==> src/rtl/apb_pkg.sv <==
// Shared APB definitions: transfer FSM states, data width and the
// response record returned to the requester.
package apb_pkg;

    localparam int APB_DATA_W = 32;

    typedef enum logic [1:0] {
        ST_IDLE   = 2'd0,
        ST_SETUP  = 2'd1,
        ST_ACCESS = 2'd2,
        ST_RESP   = 2'd3
    } apb_state_e;

    typedef struct packed {
        logic [APB_DATA_W-1:0] rdata;
        logic                  err;
        logic                  timeout;
    } apb_rsp_t;

endpackage

==> src/rtl/apb_master.sv <==
// Single-channel APB3 initiator: one command in, one APB transfer out,
// one response back. Stalled transfers are aborted after TIMEOUT wait cycles.
//
// state  | meaning
// -------+----------------------------------------------------------
// IDLE   | cmd_ready high, waiting for a command
// SETUP  | psel=1, penable=0, exactly one cycle
// ACCESS | psel=1, penable=1, waiting for pready or the timeout
// RESP   | rsp_valid high, response held until rsp_ready
module apb_master
    import apb_pkg::*;
#(
    parameter int ADDR_W  = 4,
    parameter int TIMEOUT = 16,
    parameter int TO_W    = 8
) (
    input  logic                  pclk,
    input  logic                  reset,
    input  logic                  cmd_valid,
    output logic                  cmd_ready,
    input  logic                  cmd_write,
    input  logic [ADDR_W-1:0]     cmd_addr,
    input  logic [APB_DATA_W-1:0] cmd_wdata,
    output logic                  rsp_valid,
    input  logic                  rsp_ready,
    output logic [APB_DATA_W-1:0] rsp_rdata,
    output logic                  rsp_err,
    output logic                  rsp_timeout,
    output logic [ADDR_W-1:0]     paddr,
    output logic                  pwrite,
    output logic                  psel,
    output logic                  penable,
    output logic [APB_DATA_W-1:0] pwdata,
    input  logic [APB_DATA_W-1:0] prdata,
    input  logic                  pready,
    input  logic                  pslverr
);

    // Wait-counter value of the last ACCESS cycle allowed before abort.
    localparam logic [TO_W-1:0] TO_LAST = TO_W'((TIMEOUT > 0) ? TIMEOUT - 1 : 0);

    apb_state_e            state_q, state_d;
    logic [TO_W-1:0]       cnt_q, cnt_d;
    logic [ADDR_W-1:0]     paddr_d;
    logic                  pwrite_d, psel_d, penable_d;
    logic [APB_DATA_W-1:0] pwdata_d;
    apb_rsp_t              rsp_q, rsp_d;

    // Next-state and next-register values; everything holds by default.
    always_comb begin
        state_d   = state_q;
        cnt_d     = cnt_q;
        paddr_d   = paddr;
        pwrite_d  = pwrite;
        pwdata_d  = pwdata;
        psel_d    = psel;
        penable_d = penable;
        rsp_d     = rsp_q;
        case (state_q)
            ST_IDLE: begin
                if (cmd_valid) begin
                    paddr_d  = cmd_addr;
                    pwrite_d = cmd_write;
                    pwdata_d = cmd_wdata;
                    psel_d   = 1'b1;
                    cnt_d    = '0;
                    state_d  = ST_SETUP;
                end
            end
            ST_SETUP: begin
                penable_d = 1'b1;
                state_d   = ST_ACCESS;
            end
            ST_ACCESS: begin
                // A completing pready takes priority over a coincident timeout.
                if (pready) begin
                    rsp_d.rdata   = pwrite ? '0 : prdata;
                    rsp_d.err     = pslverr;
                    rsp_d.timeout = 1'b0;
                    psel_d        = 1'b0;
                    penable_d     = 1'b0;
                    state_d       = ST_RESP;
                end else if ((TIMEOUT != 0) && (cnt_q == TO_LAST)) begin
                    rsp_d.rdata   = '0;
                    rsp_d.err     = 1'b1;
                    rsp_d.timeout = 1'b1;
                    psel_d        = 1'b0;
                    penable_d     = 1'b0;
                    state_d       = ST_RESP;
                end else if (cnt_q != '1) begin
                    cnt_d = cnt_q + TO_W'(1);
                end
            end
            ST_RESP: begin
                if (rsp_ready) begin
                    state_d = ST_IDLE;
                end
            end
            default: state_d = ST_IDLE;
        endcase
    end

    // State, wait counter and all registered outputs.
    always_ff @(posedge pclk) begin
        if (reset) begin
            state_q <= ST_IDLE;
            cnt_q   <= '0;
            paddr   <= '0;
            pwrite  <= 1'b0;
            pwdata  <= '0;
            psel    <= 1'b0;
            penable <= 1'b0;
            rsp_q   <= '0;
        end else begin
            state_q <= state_d;
            cnt_q   <= cnt_d;
            paddr   <= paddr_d;
            pwrite  <= pwrite_d;
            pwdata  <= pwdata_d;
            psel    <= psel_d;
            penable <= penable_d;
            rsp_q   <= rsp_d;
        end
    end

    // Handshake decodes; forced low while reset is held so every output reads 0.
    assign cmd_ready   = (state_q == ST_IDLE) && !reset;
    assign rsp_valid   = (state_q == ST_RESP) && !reset;
    assign rsp_rdata   = rsp_q.rdata;
    assign rsp_err     = rsp_q.err;
    assign rsp_timeout = rsp_q.timeout;

endmodule

==> config.mk <==
export PLATFORM = sky130hd
export DESIGN_NAME = apb_master
export DESIGN_NICKNAME = d
export VERILOG_FILES = /design/src/rtl/apb_pkg.sv /design/src/rtl/apb_master.sv
export SDC_FILE = /design/constraint.sdc
export NUM_CORES = 1
export LEC_CHECK = 0
export ABC_AREA = 1
export BUFFER_PORTS_ARGS = -buffer_cell sky130_fd_sc_hd__buf_2
export CORE_ASPECT_RATIO = 1.2
export CORE_MARGIN = 2
export CORE_UTILIZATION = 43
export CTS_BUF_LIST = sky130_fd_sc_hd__clkbuf_4
export CTS_CLUSTER_DIAMETER = 30
export DETAILED_ROUTE_END_ITERATION = 8
export PLACE_DENSITY = 0.86
export SLEW_MARGIN = 30
export SYNTH_ARGS = -nofsm -noshare
export SYNTH_HDL_FRONTEND = slang
export SYNTH_SLANG_ARGS = --single-unit
==> constraint.sdc <==
create_clock -name pclk -period 1.5 [get_ports pclk]
set_clock_uncertainty 0.1 [all_clocks]
set_input_delay 0.075 -clock pclk [delete_from_list [all_inputs] [get_ports pclk]]
set_output_delay 0.075 -clock pclk [all_outputs]
set_load 0.005 [all_outputs]
==> Word-level counts from Yosys, hierarchy flattened <==
Cells that the tools add are included.
{ "classes": {"addsub": 1, "eq_ne": 11, "muxes": 18, "n_reduce_logical": 13} }
{ "ops": {"columns": ["op", "count"], "rows": [
  ["2-to-1 mux 34 bit", 2],
  ["2-to-1 mux 32 bit", 1],
  ["2-to-1 mux 8 bit", 4],
  ["one-hot mux 8 bit (2 select lines)", 1],
  ["!= test 2 bit (second input constant)", 5],
  ["adder 8 x 1 -> 8 bit (second input constant)", 1],
  ["equality test 8 x 4 -> 1 bit (second input constant)", 1],
  ["2-to-1 mux 2 bit", 4],
  ["!= test 8 bit (second input constant)", 1],
  ["one-hot mux 2 bit (4 select lines)", 1],
  ["AND reduction 2 bit", 3],
  ["AND reduction 3 bit", 2],
  ["nonzero test 2 bit", 3],
  ["AND reduction 5 bit", 1],
  ["equality test 2 bit (second input constant)", 2],
  ["one-hot mux 1 bit (2 select lines)", 2],
  ["2-to-1 mux 1 bit", 3],
  ["!= test 3 bit (second input constant)", 1],
  ["equality test 2 x 1 -> 1 bit (second input constant)", 1],
  ["logical AND 1 bit", 2],
  ["logical NOT 2 bit", 1],
  ["logical NOT 1 bit", 1]
]} }
{ "word_totals": {"regBits": 83, "input_bits": 75, "out_inout_bits": 75, "elab_cells": 53} }

==> Depth between registers and ports, before layout <==
Gate-level depths: netlist of run 1.
{ "logic_depth": {"depth_word": 5, "ltp_mapped": 11} }

==> Worst setup path before layout of run 1 <==
No wires, ideal clock.
{ "synth_timing": {"path_type": "reg2reg", "startpoint": "reg state_q[0]", "endpoint": "reg cnt_q[3]", "arrival_ns": 1.362, "required_time_ns": 1.336, "path_slack_ns": -0.027, "path_stages_with_launch": 11, "period_less_slack_ns": 1.527, "path_cell_list": "dfxtp_1 inv_1 ha_1 buf_4 nand2_4 inv_2 nor2_4 nand2_4 o21ai_0 inv_1 nor2_1"} }
{ "synth_via": {"elab_chain_len": 3} }
{ "synth_rtl": {"columns": ["item", "line", "text"], "rows": [
  ["start, declared", "apb_master.sv:42", "apb_state_e state_q, state_d;"],
  ["start signal, assigned", "apb_master.sv:115", "state_q <= state_d;"],
  ["equality test 2 bit / logical NOT 2 bit (equally long branches)", "apb_master.sv:59", "case (state_q)"],
  ["!= test 2 bit (no source line) / nonzero test 2 bit (equally long branches)", null, null],
  ["AND reduction 5 bit (no source line)", null, null],
  ["end signal, assigned", "apb_master.sv:116", "cnt_q <= cnt_d;"],
  ["end, declared", "apb_master.sv:43", "logic [TO_W-1:0] cnt_q, cnt_d;"]
]} }
Parallel ways exist; a longest one is shown, timed or not.
A chain may end at the register's enable or synchronous reset.

==> Worst setup path after layout of run 1 <==
{ "layout_timing": {"startpoint": "reg state_q[0]", "endpoint": "reg rsp_q (netlist bit rsp_rdata[5])"} }
{ "layout_via": {"elab_chain_len": 2} }
{ "layout_rtl": {"columns": ["item", "line", "text"], "rows": [
  ["equality test 2 bit", "apb_master.sv:59", null],
  ["AND reduction 2 bit (no source line)", null, null],
  ["end signal, assigned", "apb_master.sv:122", "rsp_q <= rsp_d;"],
  ["end, declared", "apb_master.sv:47", "apb_rsp_t rsp_q, rsp_d;"]
]} }
No other way between the ends.

==> results of run 1 <==
==> placed cells by master, fill, tap and decap left out, types with 2 or more instances in the layout <==
cell type,instances
buf_2,149
nor2_1,87
dfxtp_1,79
nand2_1,74
dlygate4sd3_1,73
o21ai_0,37
a21oi_1,23
a21oi_2,22
buf_4,22
inv_1,19
nand2_2,11
nand2_4,11
clkbuf_4,10
nand3_1,7
inv_2,6
nor2_4,6
clkbuf_16,5
nor2_2,4
o21ai_4,4
buf_6,4
o21ai_1,3
o21ai_2,3
ha_4,3
dfxtp_2,3
buf_12,3
nand3_2,2
inv_6,2
nand4_1,2
clkinvlp_4,2
==> state kept, by name, summed over array words and instances, names as in the netlist, 2 cells and up <==
signal,flops
state_q,2
cnt_q,8
pwdata,32
rsp_rdata,32
paddr,4
==> through the flow <==
step | util (%) | hold slack, ns | power (mW) | cell area (µm²)
finish | 77.6 | 0.0807 | 8.10 | 5650
global route | 77.6 | 0.120 | 8.51 | 5650
CTS | 71.3 | 0.00327 | 7.08 | 5190
detailed placement | 57.3 | 0.229 | 5.32 | 4170
global placement | 57.3 | 0.222 | 5.23 | 4170
floorplan | - | 0.122 | 4.34 | 3260
==> power by group <==
| part | total, mW | internal, mW | leakage [nW] | switching (mW) |
|---|---|---|---|---|
| Clock | 1.39 | 0.547 | 0.0751 | 0.842 |
| Sequential | 2.94 | 2.66 | 0.681 | 0.287 |
| Combinational | 3.77 | 1.69 | 1.83 | 2.07 |
==> layer usage <==
metal	GRT usage, %	share of wire, %	wire [µm]
met4	10.7	5.2	740
met1	32.9	35	5020
met5	0	0	0
met2	49.9	50	7120
met3	6.56	9.5	1350
==> worst max path at each step <==
stage                from       endpoint  slack (ns)  cells after the start
2_1_floorplan  state_q[0]       cnt_q[3]        0.01                     10
3_5_place_dp     cnt_q[0]  rsp_rdata[30]       -0.24                      6
4_1_cts        state_q[0]       cnt_q[6]       -0.04                      9
6_report       state_q[0]   rsp_rdata[5]       -0.21                      8
3_3_place_gp     cnt_q[0]  rsp_rdata[13]       -0.19                      6
5_1_grt          cnt_q[0]  rsp_rdata[12]       -0.27                      7
==> critical path: stages (launching register included) <==
cell	delay (ns)
dfxtp_2	0.37
inv_4	0.08
ha_4	0.14
buf_6	0.13
nand2_8	0.07
nor2_4	0.24
clkbuf_16	0.22
nand2_1	0.07
a21oi_1	0.19
==> cell families (layout without fill, tap and decap cells) <==
group	Yosys count	count (layout)	synth area share [%]
and+or+nand+nor	208	209	26.0
AOI/OAI and AO/OA	90	92	14.2
DFF	83	83	51.1
buffers and inverters	51	300	6.92
adders and majority gates	4	4	1.54
xor gates and xnor gates	1	1	0.269
==> area by class of cell <==
class | instances | area, µm² | area share (%)
inverters | 27 | 109 | 1.93
repair buffers | 257 | 1890 | 33.4
well taps | 90 | 113 | 1.99
clock inverters | 6 | 73.8 | 1.31
multi-input cells | 306 | 1720 | 30.5
clock buffers | 10 | 75.1 | 1.33
flip-flops and latches | 83 | 1670 | 29.6
==> repair_timing <==
item / in CTS / in global routing
cloned: 3 / 5
setup buffers: 5 / 4
endpoints found under the hold margin: 80 / 0
resized for setup: 23 / 82
hold buffers: 73 / 0
endpoints found under the setup margin: 47 / 81
pin swaps: 9 / 36
==> metrics.txt, run 1 <==
vias in the first global route=3,812; post-synth cell types=25; Gate Count Post-Synth=roughly 440; failing checks=setup timing; RSZ-0062 raised after global routing=yes; most area-hungry cell type in the Yosys netlist=dfxtp_1; dominant cells by area after synthesis=dfxtp_1 (51%), nor2_1 (11%), nand2_1 (11%), a21oi_1 (6.9%), o21ai_0 (6.8%); DRC violations left=0; Rel. slew slack=roughly three quarters; top_reg_cell synth=dfxtp_1; status=complete, but fails checks; R2R setup slack=-0.21 ns; first-pass GRT wire length=18,900 µm; Setup WS pre-CTS=-0.239 ns; Layout Nets=~760; CTS Sinks=83; Initial Util=~45%; Detailed Route WL=about 14,000 µm; TritonCTS Buffers=9; Post-DRT Antenna Nets=0; pwr dens=approximately 1400 mW/mm²; H-tree depth=3; Post-Syn Nets=516; Min-Delay Path Class=in2reg; Worst Hold Path EP=paddr[0]; area grow syn2layout=73.6%; initial antenna violation count=0; asr flop ratio synth=0%; final setup margin=-0.213 ns; Hold Crit Start=cmd_valid; Finished Layout Cells=779; flops & latches, synth=83; cells on worst reg2reg path=8; Placed Cells=a little under 700; Post-Syn Area=0.00325 mm²; Worst Path Max Fanout=16; most used standard cell by instance count after synthesis=nor2_1; DP HPWL=approximately 5800 µm; hold path depth=5; RR Endpoint=rsp_rdata[5]; Pleak=about 2.6 nW; Fill cells=about 420; CTS clk-pin slew, worst paths=around 0.16 ns; routed vias/inst=around 5.4; share of layout cells above drive strength 1=40.9%; Port-buffer cells=between 100 and 150; CP Data Required Time=1.74 ns; CTS tree=built; Ports=150; Wirelength per Cell=18.3 µm; DR iter-0 viols=around 270; # rows=34; total die area=between 0.008 and 0.009 mm²; Synth Area per Inst=around 7.4 µm²; Longest Clk Path Bufs=2; Least-Margin Pin Slew=approximately 0.38 ns; setup tns final=-5.08 ns; ANT cells=0; total grt overflow=0; Max Clk Rate=between 500 and 600 MHz; Final setup violation count=43; via count=4,226; Slew Limit Fails=0; area of the core=roughly 0.0073 mm²; Reg2Reg Launch Point=state_q[0]; clk root buf=clkbuf_4; synth cell count leaders=nor2_1 (93), nand2_1 (92), dfxtp_1 (83), a21oi_1 (45), o21ai_0 (44); minimum clock period=~1.7 ns; routability congestion estimate=approximately 0.83; Final period util=114%; largest net degree at the start of global routing=42; Crit path arrival time=1.95 ns; Skew-Pair Late Insertion Delay=0.44 ns; Die Width=between 80 and 90 µm; Crit. End Element=register; final hold vios=0; worst vdd ir=0.917 mV; Initial DRT Pass Iterations=5; die height=99.3 µm; post-synth top area share=between 50 and 60%; Post-synth EDFFs=0; sequential area share after synthesis=between 50% and 60%; maxcap violations=0; GRT Resource Usage Total=28.1%; synth warn=0; CP Class=reg2reg; crit path launch type=register
(Power assumes the default switching activity.)
==> inputs of run 2 (changes only) <==
- SKIP_LAST_GASP: unset -> 1
==> run 2 against run 1 <==
The run still ends with setup timing left. Hold slack improved by 0.0051 ns. Critical path depth unchanged. Sequential power about the same. First-iteration DRC count increased by 5.3%.
==> metrics.txt, run 2 (same netlist as run 1, synthesis figures left out) <==
Pleak=2.59 nW (about the same); beginning of the critical path=state_q[0]; Wirelength per Cell=17.9 µm (-1.8%); initial antenna violation count=0 (unchanged); cells on worst reg2reg path=8 (unchanged); Crit. End Element=register; Worst Hold Path EP=paddr[0]; die height=99.3 µm (unchanged); RSZ-0062 raised after global routing=yes; TritonCTS Buffers=9 (unchanged); crit path cell chain=inv_4 > ha_4 > buf_6 > nand2_8 > nor2_4 > clkbuf_16 > nand2_1 > a21oi_1; Hold Crit Start=cmd_valid; Final period util=113% (-0.75 points); commonest non-fill, non-tap cell in the layout=buf_2; CTS clk-pin slew, worst paths=0.15 ns (about the same); vias in the first global route=3,812 (unchanged); area grow syn2layout=73.0%; DRC violations left=0 (unchanged); clock share of power=17.0% (-0.2 points); Finished Layout Cells=779 (unchanged); hold path depth=5 (unchanged); maxcap violations=0 (unchanged); Sw Pwr=3.18 mW (-0.86%); worst vdd ir=0.913 mV (-0.45%); Reg power frac=36.6% (+0.3 points); status=complete, but fails checks; Critical Path Slowest Stage Cell=dfxtp_2; ANT cells=0 (unchanged); final hold vios=0 (unchanged); CP Class=reg2reg; internal power=4.89 mW (about the same); first-pass GRT wire length=18,900 µm (unchanged); CP Data Required Time=1.76 ns (+0.02 ns); failing checks=setup timing; CTS Sinks=83 (unchanged); Die Width=83.4 µm (unchanged); Max Clk Rate=588 MHz (+0.66%); routed vias/inst=5.39 (-0.73%); Fill cells=428 (+1.7%); share of layout cells above drive strength 1=40.2% (-0.73 points); crit-path max cell delay=0.37 ns (about the same); Final setup violation count=44 (+2.3%); DP HPWL=5770 µm (unchanged); total grt overflow=0 (unchanged); Combinational Power Share=46.4% (about the same); RR Endpoint=rsp_rdata[18]; Port-buffer cells=149 (unchanged); total die area=0.00828 mm² (unchanged); clk root buf=clkbuf_4; Slew Limit Fails=0 (unchanged); Placed Cells=673 (unchanged); routability congestion estimate=0.833 (unchanged); Initial Util=44.7% (unchanged); Min-Delay Path Class=in2reg; post-layout util=77.4% (-0.24 points); Ports=150 (unchanged); minimum clock period=1.70 ns (-0.0113 ns); H-tree depth=3 (unchanged); Layout Nets=763 (unchanged); most frequent cells in the layout=buf_2 (149), nor2_1 (87), dfxtp_1 (79); Detailed Route WL=14,000 µm (-1.8%); switching part of the total=39.4% (-0.19 points); via count=4,195 (-0.73%); Tot Pwr=8.07 mW (-0.38%); setup tns final=-4.78 ns (+0.293 ns); Setup WS pre-CTS=-0.239 ns (unchanged); Rel. slew slack=75.5% (+1.1 points); Crit path arrival time=1.96 ns (about the same); CTS tree=built; Skew-Pair Late Insertion Delay=0.43 ns (about the same); GRT Resource Usage Total=28.1% (unchanged); Longest Clk Path Bufs=2 (unchanged); Post-DRT Antenna Nets=0 (unchanged); DR iter-0 viols=280 (+5.3%); pwr dens=1430 mW/mm² (about the same); Reg2Reg Launch Point=state_q[0]; Initial DRT Pass Iterations=5 (unchanged); area of the core=0.00727 mm² (unchanged); R2R setup slack=-0.20 ns (about the same); Worst Path Max Fanout=16 (unchanged); largest net degree at the start of global routing=42 (unchanged); Least-Margin Pin Slew=0.367 ns (-0.0171 ns); final setup margin=-0.202 ns (+0.0113 ns); crit path launch type=register; # rows=34 (unchanged)
## run 2: cell counts in the layout (fill, tap and decap cells not counted)
Identical to the previous run, type by type.
## run 2: how the worst max path moves through the flow
stage | endpoint | slack [ns] | cells past startpoint
3_5_place_dp | rsp_rdata[30] | -0.24 | 6
4_1_cts | cnt_q[6] | -0.04 | 9
3_3_place_gp | rsp_rdata[13] | -0.19 | 6
6_report | rsp_rdata[18] | -0.20 | 8
5_1_grt | rsp_rdata[18] | -0.25 | 8
2_1_floorplan | cnt_q[3] | 0.01 | 10
## run 2: area by class of cell
| type | instances | area (µm²) | share of cell area [%] |
|---|---|---|---|
| timing repair buffer | 257 | 1890 | 33.5 |
| multi-input combinational | 306 | 1700 | 30.3 |
| sequential | 83 | 1670 | 29.7 |
| tap | 90 | 113 | 2.00 |
| inverter | 27 | 109 | 1.93 |
| clock buffer | 10 | 75.1 | 1.33 |
| clock inverter | 6 | 73.8 | 1.31 |
## run 2: worst max-delay path: cells and delay by family (launching register included)
| family | cells | cell delay (ns) |
|---|---|---|
| simple gates | 3 | 0.38 |
| compound gates | 1 | 0.20 |
| flops | 1 | 0.37 |
| buf+inv | 3 | 0.43 |
| fa+ha+maj | 1 | 0.14 |
## run 2: what timing repair did
action,in CTS,in global routing
resized for setup,23,77
pin swaps,9,36
gates cloned,3,5
setup buffers,5,4
endpoints found under the setup margin,47,81
hold buffers,73,0
endpoints found under the hold margin,80,0
## run 2: per-layer routing
| metal | track usage, % | wire length (µm) | part of all wire [%] | vias to the layer above |
|---|---|---|---|---|
| met5 | 0 | 0 | 0 | - |
| met1 | 32.9 | 5110 | 37 | 1960 |
| met2 | 49.9 | 7070 | 51 | 296 |
| met4 | 10.7 | 559 | 4.0 | 0 |
| met3 | 6.56 | 1230 | 8.8 | 52 |
| li1 | - | - | - | 1887 |
## run 2: power groups by stage
| stage | Combinational, mW | Clock [mW] | Sequential [mW] |
|---|---|---|---|
| after floorplan | 1.40 | 0 | 2.94 |
| after global placement | 2.34 | 0 | 2.89 |
| after detailed placement | 2.42 | 0 | 2.90 |
| after CTS | 2.81 | 1.39 | 2.88 |
| after global routing | 4.02 | 1.49 | 2.98 |
| final | 3.75 | 1.37 | 2.95 |
## run 2: per-stage QoR
stage	hold slack, ns	cell area, µm²
after detailed placement	0.229	4170
after global placement	0.222	4170
after CTS	0.00327	5190
final	0.0858	5630
after global routing	0.119	5630
after floorplan	0.122	3260
==> inputs of run 3 (changes only) <==
- ABC_AREA: 1 -> unset
- ABC_CLOCK_PERIOD_IN_PS: unset -> 1500
- CORE_ASPECT_RATIO: 1.2 -> 0.6
- CORE_UTILIZATION: 43 -> 44
- PLACE_DENSITY: 0.86 -> 0.88
==> run 3 against run 2 <==
The run still ends with setup timing left. Global-route usage barely moved. Power is 14% lower. Register-to-register slack got worse by 0.07 ns. Final cell count shrank 1.9%. Sequential cell count unchanged. Sequential power down 8.5%. Combinational power shrank 21%. Setup slack got worse by 0.066 ns. Die area fell by 0.60%. Clock power is 7% lower. Critical endpoint is now rsp_rdata[13]. Routed wire length is 7.1% lower.
==> metrics.txt, run 3 <==
status=complete, but fails checks; failing checks=setup timing; final hold vios=0 (unchanged); CTS tree=built; beginning of the critical path=cnt_q[0]; synth cell count leaders=nand2_1 (116), dfxtp_1 (83), a21oi_1 (74), o21ai_0 (34), clkbuf_1 (24); worst vdd ir=0.717 mV (-21%); Pleak=2.52 nW (-2.3%); DP HPWL=6560 µm (+14%); Min-Delay Path Class=in2reg; CTS clk-pin slew, worst paths=0.12 ns (-0.03 ns); CTS Sinks=83 (unchanged); Synth Area per Inst=8.19 µm² (+10%); largest net degree at the start of global routing=38 (-9.5%); Crit path arrival time=2.02 ns (+0.06 ns); final setup margin=-0.267 ns (-0.0656 ns); post-layout util=78.5% (+1.1 points); Longest Clk Path Bufs=2 (unchanged); Rel. slew slack=69.6% (-5.8 points); Final setup violation count=53 (+20%); initial antenna violation count=0 (unchanged); Initial DRT Pass Iterations=5 (unchanged); Sw Pwr=2.42 mW (-24%); Detailed Route WL=13,000 µm (-7.1%); area of the core=0.00727 mm² (-0.10%); Gate Count Post-Synth=403 (-7.8%); synth warn=0 (unchanged); maxcap violations=0 (unchanged); CP Class=reg2reg; Post-synth EDFFs=0 (unchanged); routability congestion estimate=0.918 (+10%); clk root buf=clkbuf_4; most frequent cells in the layout=buf_2 (148), nand2_1 (105), dfxtp_1 (77); clock share of power=18.4% (+1.4 points); Post-Syn Nets=482 (-6.6%); share of layout cells above drive strength 1=41.7% (+1.5 points); R2R setup slack=-0.27 ns (-0.07 ns); area grow syn2layout=73.0% (about the same); Ports=150 (unchanged); H-tree depth=3 (unchanged); post-synth top area share=50.4% (-0.72 points); commonest non-fill, non-tap cell in the layout=buf_2; Die Width=116 µm (+39%); Final period util=118% (+4.4 points); post-synth cell types=43 (+72%); crit path to=rsp_rdata[13]; # rows=24 (-29%); Final Cell Area=0.00571 mm² (+1.4%); TritonCTS Buffers=9 (unchanged); flops & latches, synth=83 (unchanged); Slew Limit Fails=0 (unchanged); most used standard cell by instance count after synthesis=nand2_1; Reg2Reg Launch Point=cnt_q[0]; vias in the first global route=3,790 (-0.58%); Post-Syn Area=0.00330 mm² (+1.4%); sequential area share after synthesis=50.4% (-0.72 points); die height=71.1 µm (-28%); most area-hungry cell type in the Yosys netlist=dfxtp_1; dpl cell area=0.00440 mm² (+5.5%); pwr dens=1210 mW/mm² (-15%); DRC violations left=0 (unchanged); RR Endpoint=rsp_rdata[13]; internal power=4.50 mW (-8.0%); Worst Path Max Fanout=8 (-8); Port-buffer cells=149 (unchanged); asr flop ratio synth=0% (unchanged); dominant cells by area after synthesis=dfxtp_1 (50%), nand2_1 (13%), a21oi_1 (11%), o21ai_0 (5.2%), clkbuf_1 (2.7%); routed vias/inst=5.27 (-2.0%); DR iter-0 viols=347 (+24%); switching part of the total=35.0% (-4.4 points); Skew-Pair Late Insertion Delay=0.42 ns (about the same); RSZ-0062 raised after global routing=yes; first-pass GRT wire length=18,100 µm (-4.2%); CP Data Required Time=1.75 ns (about the same); Least-Margin Pin Slew=0.456 ns (+0.0891 ns); total die area=0.00823 mm² (-0.60%); Max Clk Rate=566 MHz (-3.7%); Combinational Power Share=42.6% (-3.8 points); GRT Resource Usage Total=28.1% (+0.043 points); cells on worst reg2reg path=7 (-1); total grt overflow=0 (unchanged); Post-DRT Antenna Nets=0 (unchanged); Wirelength per Cell=17.0 µm (-5.3%); top_reg_cell synth=dfxtp_1; ANT cells=0 (unchanged); Crit. End Element=register; Reg power frac=39.0% (+2.4 points); crit path launch type=register; Layout Nets=734 (-3.8%); via count=4,030 (-3.9%); Initial Util=45.4% (+0.68 points); minimum clock period=1.77 ns (+0.0656 ns)
## run 3: routing by layer
metal	wire length, µm	global-route usage, %	part of all wire [%]	vias to the layer above
li1	-	-	-	1880
met2	6040	47.4	47	278
met5	0	0	0	-
met3	1480	10.0	11	36
met4	316	10.8	2.4	0
met1	5140	33.0	40	1836
## run 3: what timing repair did
item | 4_1_cts | 5_1_grt
hold buffers | 74 | 0
endpoints found under the hold margin | 77 | 0
resized for setup | 14 | 57
endpoints found under the setup margin | 49 | 85
cloned | 0 | 6
pin swaps | 11 | 24
buffers inserted | 3 | 2
## run 3: final cells by class
| type | count | area, µm² |
|---|---|---|
| Multi-Input combinational cell | 284 | 1720 |
| Clock buffer | 13 | 97.6 |
| Fill cell | 461 | 1560 |
| Timing Repair Buffer | 271 | 2020 |
| Clock inverter | 3 | 38.8 |
| Inverter | 6 | 26.3 |
| Tap cell | 104 | 130 |
| Sequential cell | 83 | 1670 |
## run 3: cells by family after synthesis
| family | share of synthesized area, % |
|---|---|
| DFF | 50.4 |
| muxes | 0.948 |
| and+or+nand+nor | 19.9 |
| adders and majority gates | 1.52 |
| buffers and inverters | 5.16 |
| AOI/OAI and AO/OA | 22.1 |
## run 3: power groups by stage
| stage | Combinational, mW | Sequential, mW | Clock [mW] |
|---|---|---|---|
| global route | 3.17 | 2.73 | 1.41 |
| finish | 2.95 | 2.70 | 1.28 |
| floorplan | 1.22 | 2.75 | 0 |
| global placement | 2.06 | 2.70 | 0 |
| CTS | 2.37 | 2.67 | 1.34 |
| detailed placement | 2.13 | 2.72 | 0 |
## run 3: critical path, stage by stage, from the launching register on
cell and delay, ns:
dfxtp_2 0.36, ha_4 0.15, and3_4 0.19, buf_6 0.12, a21oi_4 0.29, clkbuf_16 0.24
o21ai_0 0.08, a21oi_1 0.18
## run 3: worst min path at each step
stage                   from             to  slack, ns  depth (start not counted)
2_1_floorplan    cmd_addr[0]       paddr[0]       0.11                          2
3_3_place_gp      prdata[26]  rsp_rdata[26]       0.21                          3
3_5_place_dp   cmd_wdata[18]     pwdata[18]       0.22                          3
4_1_cts           prdata[19]  rsp_rdata[19]       0.28                          4
5_1_grt           prdata[15]  rsp_rdata[15]       0.31                          4
6_report          prdata[15]  rsp_rdata[15]       0.33                          4
## run 3: through the flow
stage | hold WS [ns] | setup TNS [ns] | std cells | setup WS, ns | total power, mW
2_1_floorplan | 0.111 | -0.907 | 403 | -0.172 | 3.97
3_3_place_gp | 0.215 | -4.05 | 663 | -0.151 | 4.77
3_5_place_dp | 0.221 | -5.98 | 663 | -0.216 | 4.84
4_1_cts | 0.283 | -5.88 | 756 | -0.213 | 6.38
5_1_grt | 0.314 | -13.99 | 764 | -0.356 | 7.31
6_report | 0.326 | -9.30 | 764 | -0.267 | 6.92
